`src/rtl/lnrv_biu_arbiter_if.sv`:
```
// ---------------------------------------------------------------------------
// lnrv_biu_arbiter_if
//   One cmd/rsp valid-ready bus channel. This is the same shape for the IFU
//   side, the LSU side and the shared BIU side.
//   master : issues commands and consumes responses (IFU, LSU, or the arbiter
//            toward the BIU)
//   slave  : accepts commands and produces responses (the arbiter toward
//            IFU/LSU, or the BIU itself)
//   cmd_vld/rdy     handshake
//   cmd_write       1 = store, 0 = load
//   cmd_addr/wdata  32-bit address / write data
//   cmd_wstrb       byte strobes
//   cmd_size        access size code
//   rsp_vld/rdy     handshake
//   rsp_rdata/err   read data / error flag
// ---------------------------------------------------------------------------
interface lnrv_biu_arbiter_if;
  logic        cmd_vld;
  logic        cmd_rdy;
  logic        cmd_write;
  logic [31:0] cmd_addr;
  logic [31:0] cmd_wdata;
  logic [3:0]  cmd_wstrb;
  logic [2:0]  cmd_size;
  logic        rsp_vld;
  logic        rsp_rdy;
  logic [31:0] rsp_rdata;
  logic        rsp_err;

  modport master (
    output cmd_vld, cmd_write, cmd_addr, cmd_wdata, cmd_wstrb, cmd_size, rsp_rdy,
    input  cmd_rdy, rsp_vld, rsp_rdata, rsp_err
  );

  modport slave (
    input  cmd_vld, cmd_write, cmd_addr, cmd_wdata, cmd_wstrb, cmd_size, rsp_rdy,
    output cmd_rdy, rsp_vld, rsp_rdata, rsp_err
  );
endinterface

```
`src/rtl/lnrv_biu_arbiter.sv`:
```
// ---------------------------------------------------------------------------
// lnrv_biu_arbiter
//   Shares one BIU port between the IFU (ID 0) and the LSU (ID 1). A command
//   is forwarded combinationally. The owner ID of each accepted command is
//   queued, so that the in-order responses can be routed back to the owner.
//
//   Optional feature: define LNRV_BIU_ARB_RR_EN to get round-robin arbitration.
//   The default is fixed priority, with the LSU ahead of the IFU.
//
// Ports
//   clk       core clock
//   reset_n   async reset, active low
//   ifu       slave side toward the instruction fetcher
//   lsu       slave side toward the load/store unit
//   biu       master side toward the shared bus interface unit
//   arb_busy  at least one command is outstanding
// ---------------------------------------------------------------------------
module lnrv_biu_arbiter #(
  parameter int OUTS_DEPTH = 2
) (
  input  logic                       clk,
  input  logic                       reset_n,
  lnrv_biu_arbiter_if.slave          ifu,
  lnrv_biu_arbiter_if.slave          lsu,
  lnrv_biu_arbiter_if.master         biu,
  output logic                       arb_busy
);

  localparam int PW = (OUTS_DEPTH > 1) ? $clog2(OUTS_DEPTH) : 1;
  localparam int CW = $clog2(OUTS_DEPTH) + 1;

  logic [OUTS_DEPTH-1:0] id_q;
  logic [PW-1:0]         wptr_q, wptr_d, rptr_q, rptr_d;
  logic [CW-1:0]         cnt_q, cnt_d;
  logic                  lock_q, lock_d;
  logic                  lock_id_q, lock_id_d;

  logic full, empty;
  logic gnt_vld, gnt_id;
  logic cmd_hs, rsp_hs;
  logic head_id, ifu_sel, lsu_sel;

  assign full  = (cnt_q == CW'(OUTS_DEPTH));
  assign empty = (cnt_q == '0);

`ifdef LNRV_BIU_ARB_RR_EN
  logic last_q;
`endif

  // Grant selection. While the lock is set, the stalled owner keeps the port,
  // so the payload seen by the slave cannot change under it.
  always_comb begin
    gnt_vld = 1'b0;
    gnt_id  = 1'b0;
    if (lock_q) begin
      gnt_id  = lock_id_q;
      gnt_vld = lock_id_q ? lsu.cmd_vld : ifu.cmd_vld;
    end else if (ifu.cmd_vld && lsu.cmd_vld) begin
      gnt_vld = 1'b1;
`ifdef LNRV_BIU_ARB_RR_EN
      gnt_id  = ~last_q;
`else
      gnt_id  = 1'b1;
`endif
    end else if (lsu.cmd_vld) begin
      gnt_vld = 1'b1;
      gnt_id  = 1'b1;
    end else if (ifu.cmd_vld) begin
      gnt_vld = 1'b1;
      gnt_id  = 1'b0;
    end
  end

  // Command path. The payload is zeroed when nobody is granted.
  assign biu.cmd_vld   = gnt_vld & ~full;
  assign biu.cmd_write = gnt_vld & (gnt_id ? lsu.cmd_write : ifu.cmd_write);
  assign biu.cmd_addr  = !gnt_vld ? '0 : (gnt_id ? lsu.cmd_addr  : ifu.cmd_addr);
  assign biu.cmd_wdata = !gnt_vld ? '0 : (gnt_id ? lsu.cmd_wdata : ifu.cmd_wdata);
  assign biu.cmd_wstrb = !gnt_vld ? '0 : (gnt_id ? lsu.cmd_wstrb : ifu.cmd_wstrb);
  assign biu.cmd_size  = !gnt_vld ? '0 : (gnt_id ? lsu.cmd_size  : ifu.cmd_size);

  assign ifu.cmd_rdy = gnt_vld & ~gnt_id & biu.cmd_rdy & ~full;
  assign lsu.cmd_rdy = gnt_vld &  gnt_id & biu.cmd_rdy & ~full;

  assign cmd_hs = biu.cmd_vld & biu.cmd_rdy;

  // Response path. The FIFO head picks the owner. Nothing is routed while the
  // FIFO is empty, so a stray slave response is never acknowledged.
  assign head_id = id_q[rptr_q];
  assign ifu_sel = ~empty & ~head_id;
  assign lsu_sel = ~empty &  head_id;

  assign ifu.rsp_vld   = ifu_sel & biu.rsp_vld;
  assign ifu.rsp_rdata = ifu_sel ? biu.rsp_rdata : '0;
  assign ifu.rsp_err   = ifu_sel & biu.rsp_err;
  assign lsu.rsp_vld   = lsu_sel & biu.rsp_vld;
  assign lsu.rsp_rdata = lsu_sel ? biu.rsp_rdata : '0;
  assign lsu.rsp_err   = lsu_sel & biu.rsp_err;
  assign biu.rsp_rdy   = (ifu_sel & ifu.rsp_rdy) | (lsu_sel & lsu.rsp_rdy);

  assign rsp_hs = biu.rsp_vld & biu.rsp_rdy;

  assign arb_busy = ~empty;

  function automatic logic [PW-1:0] ptr_inc(input logic [PW-1:0] p);
    return (p == PW'(OUTS_DEPTH - 1)) ? '0 : p + 1'b1;
  endfunction

  always_comb begin
    wptr_d    = cmd_hs ? ptr_inc(wptr_q) : wptr_q;
    rptr_d    = rsp_hs ? ptr_inc(rptr_q) : rptr_q;
    cnt_d     = cnt_q;
    case ({cmd_hs, rsp_hs})
      2'b10:   cnt_d = cnt_q + 1'b1;
      2'b01:   cnt_d = cnt_q - 1'b1;
      default: cnt_d = cnt_q;
    endcase
    // A command that is offered but not taken pins the grant for the next cycle.
    lock_d    = biu.cmd_vld & ~biu.cmd_rdy;
    lock_id_d = lock_d ? gnt_id : lock_id_q;
  end

  always_ff @(posedge clk or negedge reset_n) begin
    if (!reset_n) begin
      id_q      <= '0;
      wptr_q    <= '0;
      rptr_q    <= '0;
      cnt_q     <= '0;
      lock_q    <= 1'b0;
      lock_id_q <= 1'b0;
    end else begin
      if (cmd_hs) id_q[wptr_q] <= gnt_id;
      wptr_q    <= wptr_d;
      rptr_q    <= rptr_d;
      cnt_q     <= cnt_d;
      lock_q    <= lock_d;
      lock_id_q <= lock_id_d;
    end
  end

`ifdef LNRV_BIU_ARB_RR_EN
  // Records the last granted ID, so the other requester wins the next conflict.
  always_ff @(posedge clk or negedge reset_n) begin
    if (!reset_n)    last_q <= 1'b0;
    else if (cmd_hs) last_q <= gnt_id;
  end
`endif

endmodule

```
`src/flat_wrapper.sv`:
```
// flat-port wrapper written by rule: the top's interface ports become plain ports
module lnrv_biu_arbiter_flat 
#(
  parameter int OUTS_DEPTH = 2
)
  (clk, reset_n, arb_busy, ifu_cmd_vld, ifu_cmd_write, ifu_cmd_addr, ifu_cmd_wdata, ifu_cmd_wstrb, ifu_cmd_size, ifu_rsp_rdy, ifu_cmd_rdy, ifu_rsp_vld, ifu_rsp_rdata, ifu_rsp_err, lsu_cmd_vld, lsu_cmd_write, lsu_cmd_addr, lsu_cmd_wdata, lsu_cmd_wstrb, lsu_cmd_size, lsu_rsp_rdy, lsu_cmd_rdy, lsu_rsp_vld, lsu_rsp_rdata, lsu_rsp_err, biu_cmd_vld, biu_cmd_write, biu_cmd_addr, biu_cmd_wdata, biu_cmd_wstrb, biu_cmd_size, biu_rsp_rdy, biu_cmd_rdy, biu_rsp_vld, biu_rsp_rdata, biu_rsp_err);
  lnrv_biu_arbiter_if ifu_i ();
  lnrv_biu_arbiter_if lsu_i ();
  lnrv_biu_arbiter_if biu_i ();
  input  logic clk;
  input  logic reset_n;
  output logic arb_busy;
  input wire logic [$bits(ifu_i.cmd_vld)-1:0] ifu_cmd_vld;
  input wire logic [$bits(ifu_i.cmd_write)-1:0] ifu_cmd_write;
  input wire logic [$bits(ifu_i.cmd_addr)-1:0] ifu_cmd_addr;
  input wire logic [$bits(ifu_i.cmd_wdata)-1:0] ifu_cmd_wdata;
  input wire logic [$bits(ifu_i.cmd_wstrb)-1:0] ifu_cmd_wstrb;
  input wire logic [$bits(ifu_i.cmd_size)-1:0] ifu_cmd_size;
  input wire logic [$bits(ifu_i.rsp_rdy)-1:0] ifu_rsp_rdy;
  output wire logic [$bits(ifu_i.cmd_rdy)-1:0] ifu_cmd_rdy;
  output wire logic [$bits(ifu_i.rsp_vld)-1:0] ifu_rsp_vld;
  output wire logic [$bits(ifu_i.rsp_rdata)-1:0] ifu_rsp_rdata;
  output wire logic [$bits(ifu_i.rsp_err)-1:0] ifu_rsp_err;
  input wire logic [$bits(lsu_i.cmd_vld)-1:0] lsu_cmd_vld;
  input wire logic [$bits(lsu_i.cmd_write)-1:0] lsu_cmd_write;
  input wire logic [$bits(lsu_i.cmd_addr)-1:0] lsu_cmd_addr;
  input wire logic [$bits(lsu_i.cmd_wdata)-1:0] lsu_cmd_wdata;
  input wire logic [$bits(lsu_i.cmd_wstrb)-1:0] lsu_cmd_wstrb;
  input wire logic [$bits(lsu_i.cmd_size)-1:0] lsu_cmd_size;
  input wire logic [$bits(lsu_i.rsp_rdy)-1:0] lsu_rsp_rdy;
  output wire logic [$bits(lsu_i.cmd_rdy)-1:0] lsu_cmd_rdy;
  output wire logic [$bits(lsu_i.rsp_vld)-1:0] lsu_rsp_vld;
  output wire logic [$bits(lsu_i.rsp_rdata)-1:0] lsu_rsp_rdata;
  output wire logic [$bits(lsu_i.rsp_err)-1:0] lsu_rsp_err;
  output wire logic [$bits(biu_i.cmd_vld)-1:0] biu_cmd_vld;
  output wire logic [$bits(biu_i.cmd_write)-1:0] biu_cmd_write;
  output wire logic [$bits(biu_i.cmd_addr)-1:0] biu_cmd_addr;
  output wire logic [$bits(biu_i.cmd_wdata)-1:0] biu_cmd_wdata;
  output wire logic [$bits(biu_i.cmd_wstrb)-1:0] biu_cmd_wstrb;
  output wire logic [$bits(biu_i.cmd_size)-1:0] biu_cmd_size;
  output wire logic [$bits(biu_i.rsp_rdy)-1:0] biu_rsp_rdy;
  input wire logic [$bits(biu_i.cmd_rdy)-1:0] biu_cmd_rdy;
  input wire logic [$bits(biu_i.rsp_vld)-1:0] biu_rsp_vld;
  input wire logic [$bits(biu_i.rsp_rdata)-1:0] biu_rsp_rdata;
  input wire logic [$bits(biu_i.rsp_err)-1:0] biu_rsp_err;
  assign ifu_i.cmd_vld = ifu_cmd_vld;
  assign ifu_i.cmd_write = ifu_cmd_write;
  assign ifu_i.cmd_addr = ifu_cmd_addr;
  assign ifu_i.cmd_wdata = ifu_cmd_wdata;
  assign ifu_i.cmd_wstrb = ifu_cmd_wstrb;
  assign ifu_i.cmd_size = ifu_cmd_size;
  assign ifu_i.rsp_rdy = ifu_rsp_rdy;
  assign ifu_cmd_rdy = ifu_i.cmd_rdy;
  assign ifu_rsp_vld = ifu_i.rsp_vld;
  assign ifu_rsp_rdata = ifu_i.rsp_rdata;
  assign ifu_rsp_err = ifu_i.rsp_err;
  assign lsu_i.cmd_vld = lsu_cmd_vld;
  assign lsu_i.cmd_write = lsu_cmd_write;
  assign lsu_i.cmd_addr = lsu_cmd_addr;
  assign lsu_i.cmd_wdata = lsu_cmd_wdata;
  assign lsu_i.cmd_wstrb = lsu_cmd_wstrb;
  assign lsu_i.cmd_size = lsu_cmd_size;
  assign lsu_i.rsp_rdy = lsu_rsp_rdy;
  assign lsu_cmd_rdy = lsu_i.cmd_rdy;
  assign lsu_rsp_vld = lsu_i.rsp_vld;
  assign lsu_rsp_rdata = lsu_i.rsp_rdata;
  assign lsu_rsp_err = lsu_i.rsp_err;
  assign biu_cmd_vld = biu_i.cmd_vld;
  assign biu_cmd_write = biu_i.cmd_write;
  assign biu_cmd_addr = biu_i.cmd_addr;
  assign biu_cmd_wdata = biu_i.cmd_wdata;
  assign biu_cmd_wstrb = biu_i.cmd_wstrb;
  assign biu_cmd_size = biu_i.cmd_size;
  assign biu_rsp_rdy = biu_i.rsp_rdy;
  assign biu_i.cmd_rdy = biu_cmd_rdy;
  assign biu_i.rsp_vld = biu_rsp_vld;
  assign biu_i.rsp_rdata = biu_rsp_rdata;
  assign biu_i.rsp_err = biu_rsp_err;
  lnrv_biu_arbiter #(.OUTS_DEPTH(OUTS_DEPTH)) u_core (.clk(clk), .reset_n(reset_n), .ifu(ifu_i), .lsu(lsu_i), .biu(biu_i), .arb_busy(arb_busy));
endmodule
```
`config.mk`:
```
export PLATFORM = sky130hd
export DESIGN_NAME = lnrv_biu_arbiter_flat
export DESIGN_NICKNAME = d
export VERILOG_FILES = /design/src/rtl/lnrv_biu_arbiter_if.sv /design/src/rtl/lnrv_biu_arbiter.sv /design/src/flat_wrapper.sv
export SDC_FILE = /design/constraint.sdc
export NUM_CORES = 1
export LEC_CHECK = 0
export ABC_AREA = 1
export BUFFER_PORTS_ARGS = -buffer_cell sky130_fd_sc_hd__buf_2
export CAP_MARGIN = 20
export CORE_AREA = 8 8 120 122
export DETAILED_ROUTE_END_ITERATION = 10
export DIE_AREA = 0 0 128 130
export PLACE_DENSITY = 0.52
export SLEW_MARGIN = 20
export SYNTH_ARGS = -nofsm -noshare
export SYNTH_HDL_FRONTEND = slang
export SYNTH_SLANG_ARGS = --single-unit
export TNS_END_PERCENT = 30
```
`constraint.sdc`:
```
create_clock -name clk -period 1.85 [get_ports clk]
set_input_delay 0.0925 -clock clk [delete_from_list [all_inputs] [get_ports clk]]
set_output_delay 0.0925 -clock clk [all_outputs]
set_load 0.05 [all_outputs]
```
======== Yosys cells after proc, flatten, opt, wreduce, memory -nomap -nowiden ========
Index checks and enable logic that the tools add are counted.
Widths: inputs -> output; s select.
word-level totals
  output and inout port bits .............. 145
  input port bits ......................... 185
  word-level logic and storage cells ...... 72
  flip-flop bits (word level) ............. 8
cells by class
  add/sub/neg operators ................... 4
  equal/unequal tests ..................... 3
  muxes and demuxes ....................... 27
  bitwise logic cells ..................... 25
  magnitude comparators ................... 3
  reduce and logical (&&, ||, !) cells .... 4
operators by type and width
  operator             count
  $mux 32              6
  $and 1x1->1          19
  $mux 1               14
  $mux 4               2
  $mux 3               2
  $not 1->1            5
  $eq 2x2->1 const B   2
  $lt 1x2->1 const B   2
  $pmux 2 s2           1
  $add 1x1->1 const B  2
  $add 2x1->2 const B  1
  $bwmux 2             1
  $eq 2x1->1 const B   1
  $logic_and 1x1->1    2
  $logic_not 2->1      1
  $reduce_bool 2->1    1
  $sub 2x1->2 const B  1
  $demux 1 s1          1
  $ge 1x1->1 const B   1
  $or 1x1->1           1

======== Depth between registers and ports, before layout ========
Gate-level depths: netlist of run 1.
  depth after elaboration ................. 9
  gate-level depth with buffers ........... 11
  depth with buffers taken out ............ 11

======== Least setup slack after synthesis of run 1 ========
OpenSTA, ideal clock, no wires.
  kind .................................... register to register
  start point ............................. register u_core.cnt_q[0]
  end point ............................... register u_core.cnt_q[1]
  path buffers ............................ 0
  stages on the path, launching flop included .. 11
  path slack .............................. -0.296 ns
  data required time ...................... 1.719 ns
  setup time .............................. 0.131 ns
  period minus slack after synthesis ...... 2.146 ns
  arrival time ............................ 2.015 ns
  path through ............................ dfrtp_1 -> inv_1 -> nand2_2 -> nand3_1 -> nand2_1 -> nand2_1 -> inv_1 -> ha_1 -> a21oi_1 -> o21ai_0 -> xor2_1
on the way
  cells in the longest elaborated chain, start to end .. 8
  elaborated cells between the ends (all ways) .. 18
  classes of those cells .................. add/sub (2); eq/ne (3); mux (1); bitwise (10); reduce/logical (2)
RTL lines
  item                                                    line                                            source
  start, declared                                         lnrv_biu_arbiter.sv:34                          logic [CW-1:0] cnt_q, cnt_d;
  start signal, assigned                                  lnrv_biu_arbiter.sv:135                         cnt_q <= cnt_d;
  $logic_not 2->1 *                                       lnrv_biu_arbiter.sv:44                          assign empty = (cnt_q == '0);
  $not 1->1 *                                             n/a
  via arb_busy                                            flat_wrapper.sv:12                              output logic arb_busy;
  $and 1x1->1, on equally long branches                   lnrv_biu_arbiter.sv:90, lnrv_biu_arbiter.sv:91
  $and 1x1->1                                             lnrv_biu_arbiter.sv:99                          assign biu.rsp_rdy = (ifu_sel & ifu.rsp_rdy) | (lsu_sel & lsu.rsp_rdy);
  $or 1x1->1 *                                            lnrv_biu_arbiter.sv:99
  via biu_rsp_rdy                                         flat_wrapper.sv:41                              output wire logic [$bits(biu_i.rsp_rdy)-1:0] biu_rsp_rdy;
  $and 1x1->1 *                                           lnrv_biu_arbiter.sv:101                         assign rsp_hs = biu.rsp_vld & biu.rsp_rdy;
  via u_core.rsp_hs                                       lnrv_biu_arbiter.sv:40                          logic cmd_hs, rsp_hs;
  $eq 2x1->1 / $eq 2x2->1 (equally long branches)         lnrv_biu_arbiter.sv:113                         case ({cmd_hs, rsp_hs})
  $pmux 2 s2 / $reduce_bool 2->1 (equally long branches)  n/a
The timed path passes the listed nets; every way through them passes the cells marked *.
A chain may end at the register's enable or synchronous reset.

======== Worst setup path after layout of run 1 ========
  start point ............................. register u_core.lock_id_q
  end point ............................... output biu_cmd_wdata[28]
on the way
  cells in the longest elaborated chain, start to end .. 3
  elaborated cells between the ends (all ways) .. 5
  classes of those cells .................. mux (5)
RTL lines
  item                                      line                                            source
  start, declared                           lnrv_biu_arbiter.sv:36                          logic lock_id_q, lock_id_d;
  start signal, assigned                    lnrv_biu_arbiter.sv:137                         lock_id_q <= lock_id_d;
  $mux 1, on equally long branches          lnrv_biu_arbiter.sv:55, lnrv_biu_arbiter.sv:57
  $mux 32 / $mux 1 (equally long branches)  lnrv_biu_arbiter.sv:78, lnrv_biu_arbiter.sv:55
  $mux 32 *                                 lnrv_biu_arbiter.sv:78                          assign biu.cmd_wdata = !gnt_vld ? '0 : (gnt_id ? lsu.cmd_wdata : ifu.cmd_wdata);
  end, declared                             flat_wrapper.sv:38                              output wire logic [$bits(biu_i.cmd_wdata)-1:0] biu_cmd_wdata;
Every way passes the cells marked *; elsewhere a longest branch is shown, timed or not.

==> out/metrics.csv, run 1 <==
metric,value,unit
Ys Warns,0,
clock power share,5.2,%
Worst Skew,0.00299,ns
mapped cell area,2240,um^2
DRC,0,
GR Util met2,26.1,%
synth top area cells,"o21ai_2 (27%), inv_1 (20%), nand2_1 (16%), nor2_1 (12%), dfrtp_1 (8.9%)",
placed insts,897,
Area after DPL,4040,um^2
Top Usage Layer GRT,met2,
Final Net Count,917,
final worst path period share,95.0,%
total chip power,6.92,mW
Vias/cell,3.83,
Cell Int Power,1.86,mW
final setup violation count,0,
Critical-path top delay cell,dfrtp_1,
"area leader, netlist",o21ai_2,
Max clock buf depth,2,
CTS Sinks,8,
Vert. Die Dim,130,um
sequential cell area fraction in the yosys report,8.94,%
post-route ant nets,0,
CP Launch Point,u_core.lock_id_q,
CTS buffer count,3,
CTS tree,yes,
FF-to-FF End,u_core.cnt_q[1],
worst r2r src,u_core.lock_id_q,
Slew headroom,76.4,%
startpoint types,flip-flop,
routed vias,3451,
Synth-to-Final Area Change,85.4,%
postcts setup bufs,0,
initial antenna violation count,3,
Routed WL,12.5,mm
min-delay src,biu_rsp_vld,
min Tclk post-route,1.76,ns
FF-to-FF path depth,8,
synthesized flop and latch total,8,
Crit path arrival time,1.67,ns
Cell Pwr Density,1670,nW/um^2
Avg Inst Size Synth,5.50,um^2
grt met3 use,4.20,%
final instance area,4150,um^2
Yosys cell types,21,
hold path depth,3,
outcome,"complete, no violations",
switching part of the total,73.1,%
core area,12400,um^2
Initial Util,18.0,%
critical path endpoint category,output pin,
Die W,128,um
Hold EP,u_core.rptr_q,
critical path's largest stage delay,0.41,ns
hold_ws,0.136,ns
Max VDD drop,1.40,mV
CTS Root Buffer Type,clkbuf_16,
actual slew at the worst max-slew pin,0.353,ns
GRT Overall Usage,13.5,%
Crit Path Max Fanout,11,
first-pass GRT wire length,18.2,mm
Max-Cap Viols,0,
RSZ-0062 raised after global routing,false,
grt met1 use,14.4,%
worst reg-to-reg setup slack,0.18,ns
area share of the largest cell type after synthesis,27.0,%
Worst EP required,1.76,ns
Worst-Skew Late Latency,0.23,ns
Cells after Synth,407,
largest net degree at the start of global routing,46,
initial detailed-routing violation count,96,
vias in the first global route,3455,
gp weighted congestion,0.841,
post-route insts no fill,902,
I/O Pins,330,
worst hold path class,input pin to flip-flop,
Detailed Routing Iterations Pass 1,4,
final hold violations,0,
Leak,2.88,nW
Comb power frac,90.1,%
P_sw,5.05,mW
Syn Nets,593,
total grt overflow,0,
HPWL Detailed,11.3,mm
H-tree lvl count,1,
"Critical Path, Cell by Cell",nand2_1 > nand3_4 > buf_4 > o21ai_2 > buf_2,
die area,16600,um^2
proportion of layout cells with a drive suffix above 1,57.6,%
sequential power share,4.7,%
PortBufs,329,
CP Class,flip-flop to output pin,
row cnt,41,
FMAX,569,MHz
clk slew on worst S/H paths,0.04,ns
mean routed wirelength per cell,13.9,um
Max Transition Viols Final,0,
-- state kept, by name, summed over array words and instances, names as in the netlist --
signal	count
u_core.cnt_q	2
u_core.id_q	2
u_core.lock_id_q	1
u_core.lock_q	1
u_core.rptr_q	1
u_core.wptr_q	1
-- cell usage after synthesis (all sizes together) --
cell type and n:
xnor2 1, nor2 72, a21oi 1, o21ai 74, nand4 3, nand2 99
inv 120, buf 20, dfrtp 8, xor2 1, nand3 6, ha 1
o21bai 1
-- how the worst max path moves through the flow --
stage | slack (ns) | depth (start not counted) | end
after floorplan | -0.07 | 3 | biu_cmd_size[2]
after global placement | 0.19 | 10 | u_core.cnt_q[1]
after detailed placement | 0.18 | 8 | u_core.cnt_q[1]
after CTS | 0.05 | 7 | biu_cmd_wdata[31]
after global routing | 0.002 | 5 | biu_cmd_addr[18]
final | 0.09 | 5 | biu_cmd_wdata[28]
-- per-stage QoR --
| step | utilization [%] | TNS (ns) | worst slack [ns] |
|---|---|---|---|
| 2_1_floorplan | - | -0.269 | -0.0732 |
| 3_3_place_gp | 32.6 | 0 | 0.185 |
| 3_5_place_dp | 32.6 | 0 | 0.180 |
| 4_1_cts | 33.3 | 0 | 0.0477 |
| 5_1_grt | 33.4 | 0 | 0.00173 |
| 6_report | 33.4 | 0 | 0.0923 |
-- layout make-up --
cell class | instances | area [um^2]
Fill cell | 1464 | 8260
Sequential cell | 8 | 200
Inverter | 120 | 450
Multi-Input combinational cell | 259 | 1410
Antenna cell | 1 | 2.50
Tap cell | 172 | 215
Clock buffer | 3 | 75.1
Timing Repair Buffer | 339 | 1790
-- layer usage --
| metal | share of wire (%) | wire (um) | up-vias |
|---|---|---|---|
| met5 | 0.25 | 31 | - |
| met2 | 52 | 6560 | 158 |
| met1 | 37 | 4670 | 1464 |
| met4 | 0.28 | 35 | 4 |
| met3 | 9.7 | 1220 | 6 |
| li1 | - | - | 1819 |
-- cell usage in the layout (no fill, tap or decap), types with 2 or more instances in the layout --
master and instances:
nor2_1 71, buf_2 323, dfrtp_1 8, nand2_1 93
nand4_1 3, clkbuf_4 5, inv_1 119, nand2_2 4
o21ai_2 69, clkbuf_16 3, buf_12 4, o21ai_0 4
buf_4 5, nand2_4 2, nand3_1 5
-- logic make-up (layout without fill, tap and decap cells) --
group           after synthesis  count (layout)  share of synthesized area, %
fa+ha+maj                     1               1                         0.559
other cells                   0               1                             0
simple gates                180             180                          32.3
flops                         8               8                          8.94
buf+inv                     140             462                          28.2
compound gates               76              76                          29.2
xor+xnor                      2               2                         0.783
-- what timing repair did --
action,CTS,global route
gates resized for setup,0,8
setup endpoints to repair,0,21
hold buffers,1,0
endpoints found under the hold margin,8,0
-- power groups by stage --
stage,logic [mW],clock network (mW),registers [mW]
5_1_grt,6.61,0.379,0.337
6_report,6.23,0.359,0.325
4_1_cts,6.29,0.372,0.324
2_1_floorplan,4.99,0,0.313
3_5_place_dp,6.28,0,0.325
3_3_place_gp,6.30,0,0.325
-- critical path: cells and delay by family, from the launching register on --
kind	cells	cell delay (ns)
DFF	1	0.41
and+or+nand+nor	2	0.36
AOI/OAI and AO/OA	1	0.12
buffers and inverters	2	0.54
(Power assumes the default switching activity.)
==> inputs of run 2 (changes only) <==
CORE_AREA = 2 2 128 130   (was 8 8 120 122)
DIE_AREA = 0 0 130 132   (was 0 0 128 130)
PLACE_DENSITY = 0.44   (was 0.52)
==> out/metrics.csv, run 2 (same netlist as run 1, synthesis figures left out) <==
metric,value,unit
RSZ-0062 raised after global routing,true,
total chip power,6.89,mW
initial antenna violation count,2,
FF+latch area,200,um^2
Synth-to-Final Area Change,88.3,%
Max-Cap Viols,0,
PortBufs,329,
Crit path arrival time,1.65,ns
CTS Sinks,8,
FMAX,573,MHz
Max VDD drop,1.22,mV
CTS tree,yes,
largest net degree at the start of global routing,73,
critical path endpoint category,output pin,
Initial Util,14.2,%
"commonest cells after routing, fill and taps aside","buf_2 (321), inv_1 (118), nand2_1 (93)",
DRC,0,
row cnt,46,
CTS buffer count,3,
area of the multi-input gates,1410,um^2
Leak,2.88,nW
startpoint types,flip-flop,
proportion of layout cells with a drive suffix above 1,57.8,%
HPWL Detailed,9.32,mm
mean routed wirelength per cell,11.4,um
Worst-Skew Late Latency,0.23,ns
total grt overflow,0,
actual slew at the worst max-slew pin,0.354,ns
Fillers,1807,
final worst path period share,94.3,%
I/O Pins,330,
core area,15700,um^2
Final Net Count,917,
clk slew on worst S/H paths,0.04,ns
Max Transition Viols Final,0,
Routed WL,10.8,mm
Top Registers,"u_core.cnt_q: 2 flops, u_core.id_q: 2 flops",
Die W,130,um
first-pass GRT wire length,15.8,mm
placed insts,940,
Cell Pwr Density,1630,nW/um^2
Crit Path Max Fanout,72,
Vias/cell,3.65,
worst hold path class,input pin to flip-flop,
outcome,"complete, no violations",
Worst EP required,1.76,ns
hold_ws,0.147,ns
gp weighted congestion,0.829,
post-route insts no fill,946,
vias in the first global route,3271,
routed vias,3450,
Slew headroom,76.4,%
initial detailed-routing violation count,124,
final setup violation count,0,
min Tclk post-route,1.75,ns
Detailed Routing Iterations Pass 1,6,
post-route ant nets,0,
final hold violations,0,
die area,17200,um^2
Worst Skew,0.000558,ns
"most common cell after layout, fill and taps aside",buf_2,
Max clock buf depth,2,
fin util,26.8,%
GRT Overall Usage,11.3,%
CP Class,flip-flop to output pin,
CTS Root Buffer Type,clkbuf_16,
H-tree lvl count,1,
Vert. Die Dim,132,um
[run 2: cell type report]
class | count | share of cell area (%)
multi-input combinational | 259 | 33.6
timing repair buffer | 339 | 42.8
tap | 216 | 6.41
inverter | 120 | 10.7
sequential | 8 | 4.75
clock buffer | 3 | 1.78
antenna | 1 | 0.0594
[run 2: timing repair]
item / in CTS / in global routing
resized for setup: 2 / 9
hold buffers: 1 / 0
endpoints found under the hold margin: 8 / 0
pin swaps: 0 / 1
setup endpoints to repair: 2 / 50
setup buffers: 0 / 1
[run 2: per-stage QoR]
step                TNS, ns  cell area [um^2]  worst slack (ns)
floorplan            -0.269              2250           -0.0732
global placement          0              4090             0.178
detailed placement        0              4090             0.165
CTS                       0              4180            0.0160
global route        -0.0245              4210           -0.0199
finish                    0              4210             0.105
[run 2: routing by layer]
metal	vias to the layer above	share of wire, %	GRT usage (%)
li1	1819	-	-
met1	1452	39	12.7
met2	171	52	22.6
met3	8	7.8	1.38
met4	0	1.1	1.43
met5	-	0	0
[run 2: worst paths after layout]
check | startpoint | end | slack, ns | depth (start not counted)
max in group asynchronous | reset_n | u_core.id_q[0] | 1.46 | 2
setup reg to reg | u_core.cnt_q[0] | u_core.cnt_q[1] | 0.19 | 10
hold / removal | biu_rsp_vld | u_core.rptr_q | 0.15 | 3
hold reg to reg | u_core.wptr_q | u_core.wptr_q | 0.51 | 2
min in group asynchronous | reset_n | u_core.cnt_q[1] | 0.23 | 2
setup / recovery | u_core.lock_q | biu_cmd_wdata[2] | 0.10 | 7
[run 2: worst max-delay path, cell delays in order (launching register included)]
cell and delay, ns:
dfrtp_1 0.36, inv_1 0.11, o21ai_4 0.07, inv_2 0.08, buf_16 0.27, nand2_1 0.14
o21ai_2 0.08, buf_2 0.27
[run 2: power breakdown]
| group | internal [mW] | switching [mW] | total [mW] |
|---|---|---|---|
| Sequential | 0.260 | 0.0661 | 0.326 |
| Clock | 0.279 | 0.0840 | 0.363 |
| Combinational | 1.33 | 4.86 | 6.20 |
| Total | 1.87 | 5.01 | 6.89 |
==> inputs of run 3 (changes only) <==
CELL_PAD_IN_SITES_DETAIL_PLACEMENT = 0   (was default)
CELL_PAD_IN_SITES_GLOBAL_PLACEMENT = 1   (was default)
CORE_AREA = 2 2 129 131   (was 2 2 128 130)
DIE_AREA = 0 0 131 133   (was 0 0 130 132)
PLACE_DENSITY = 0.7   (was 0.44)
==> out/metrics.csv, run 3 (same netlist as run 1, synthesis figures left out) <==
metric,value,unit
Synth-to-Final Area Change,90.4,%
setup slack after layout,0.139,ns
startpoint types,flip-flop,
initial detailed-routing violation count,128,
worst hold path class,input pin to flip-flop,
gp weighted congestion,0.778,
Crit path arrival time,1.62,ns
worst r2r src,u_core.cnt_q[0],
DRC,0,
FF-to-FF path depth,10,
clock power share,5.3,%
area of the multi-input gates,1420,um^2
"Critical Path, Cell by Cell",nand2_2 > nand3_4 > buf_4 > o21ai_2 > buf_2,
Cell Int Power,1.92,mW
Comb power frac,89.9,%
Vias/cell,3.60,
Max-Cap Viols,0,
Final Net Count,919,
min Tclk post-route,1.71,ns
I/O Pins,330,
"most common cell after layout, fill and taps aside",buf_2,
placed insts,946,
Buf/Inv on CP,2,
CTS Sinks,8,
Worst-Skew Late Latency,0.24,ns
routed vias,3428,
vias in the first global route,3083,
sequential power share,4.7,%
Leak,2.89,nW
Setup WS pre-CTS,0.134,ns
first-pass GRT wire length,15.1,mm
Worst EP required,1.76,ns
CTS tree,yes,
FF+latch area,201,um^2
Critical-path top delay cell,dfrtp_1,
hold path depth,3,
final worst path period share,92.5,%
Max Transition Viols Final,0,
Top Registers,"u_core.cnt_q: 2 flops, u_core.id_q: 2 flops",
Crit Path Max Fanout,7,
Max VDD drop,1.04,mV
Hold EP,u_core.rptr_q,
total grt overflow,0,
worst reg-to-reg setup slack,0.20,ns
P_sw,5.04,mW
Vert. Die Dim,133,um
"delay-heaviest family, CP",buffers and inverters,
Max clock buf depth,2,
Initial Util,13.8,%
min-delay src,biu_rsp_vld,
Routed WL,10.7,mm
largest net degree at the start of global routing,61,
CTS Root Buffer Type,clkbuf_16,
row cnt,47,
fin util,26.4,%
H-tree lvl count,1,
GRT Overall Usage,10.8,%
FMAX,584,MHz
mean routed wirelength per cell,11.2,um
switching part of the total,72.4,%
critical path endpoint category,output pin,
CP Class,flip-flop to output pin,
outcome,"complete, no violations",
post-route insts no fill,952,
Area after DPL,4100,um^2
post-route ant nets,0,
RSZ-0062 raised after global routing,false,
critical path's largest stage delay,0.42,ns
Worst Skew,0.00210,ns
FF-to-FF End,u_core.cnt_q[1],
final hold violations,0,
Fillers,1815,
final instance area,4260,um^2
PortBufs,329,
actual slew at the worst max-slew pin,0.339,ns
final setup violation count,0,
Slew headroom,77.4,%
proportion of layout cells with a drive suffix above 1,58.3,%
die area,17400,um^2
clk slew on worst S/H paths,0.04,ns
HPWL Detailed,8.97,mm
Die W,131,um
Detailed Routing Iterations Pass 1,5,
"commonest cells after routing, fill and taps aside","buf_2 (313), inv_1 (118), nand2_1 (92)",
Cell Pwr Density,1630,nW/um^2
initial antenna violation count,1,
core area,16200,um^2
CTS buffer count,3,
Sum Neg Setup Slack,0,ns
[run 3: cell count changes in the layout (fill, tap and decap cells not counted)]
| cell | change |
|---|---|
| a21oi_2 | +1 |
| nand2_1 | -1 |
| dfrtp_2 | +1 |
| inv_4 | +1 |
| clkbuf_16 | +1 |
| inv_2 | -1 |
| nand2_2 | +1 |
| buf_16 | -1 |
| buf_4 | +1 |
| buf_2 | -8 |
| a21oi_1 | -1 |
| dfrtp_1 | -1 |
| clkbuf_4 | +9 |
[run 3: worst register-to-register path: cells and delay by family, from the launching register on]
family | cells | cell delay (ns)
xor+xnor | 1 | 0.14
compound gates | 2 | 0.19
buf+inv | 2 | 0.14
flops | 1 | 0.43
fa+ha+maj | 1 | 0.31
simple gates | 4 | 0.31
[run 3: per-layer routing]
layer  part of all wire, %  GRT usage, %  vias to the layer above
li1                      -             -                     1823
met1                    39          12.2                     1422
met2                    52          21.1                      174
met3                   8.1          1.09                        9
met4                   1.1          2.54                        0
met5                     0             0                        -
[run 3: layout make-up]
cell class              count  area share, %
flip-flops and latches      8           4.73
inverters                 120           10.6
multi-input cells         259           33.3
diodes                      1         0.0587
well taps                 220           6.46
clock buffers               3           1.76
repair buffers            341           43.0
[run 3: timing repair]
action                                 4_1_cts  5_1_grt
buffers inserted                             0        0
endpoints found under the hold margin        8        0
hold buffers                                 1        0
resized for setup                            0       23
setup endpoints to repair                    0       61
[run 3: power groups by stage]
stage / Clock [mW] / Sequential, mW / Combinational [mW]
3_5_place_dp: 0 / 0.326 / 6.23
6_report: 0.371 / 0.331 / 6.26
3_3_place_gp: 0 / 0.322 / 6.27
2_1_floorplan: 0 / 0.313 / 4.99
4_1_cts: 0.380 / 0.322 / 6.25
5_1_grt: 0.383 / 0.346 / 6.66
[run 3: how the worst max path moves through the flow]
stage | start | endpoint | cells after the start | slack [ns]
after global routing | u_core.lock_q | biu_cmd_wdata[31] | 6 | 0.0006
after CTS | u_core.lock_id_q | biu_cmd_size[1] | 5 | 0.03
final | u_core.lock_id_q | biu_cmd_addr[15] | 5 | 0.14
after global placement | u_core.cnt_q[0] | u_core.cnt_q[1] | 10 | 0.19
after floorplan | u_core.lock_id_q | biu_cmd_size[2] | 3 | -0.07
after detailed placement | u_core.lock_id_q | u_core.cnt_q[1] | 8 | 0.13
[run 3: metrics by stage]
| stage | hold slack (ns) | total power, mW |
|---|---|---|
| 3_5_place_dp | -0.0479 | 6.56 |
| 5_1_grt | 0.187 | 7.39 |
| 2_1_floorplan | -0.203 | 5.30 |
| 3_3_place_gp | -0.0515 | 6.59 |
| 4_1_cts | 0.145 | 6.95 |
| 6_report | 0.138 | 6.96 |
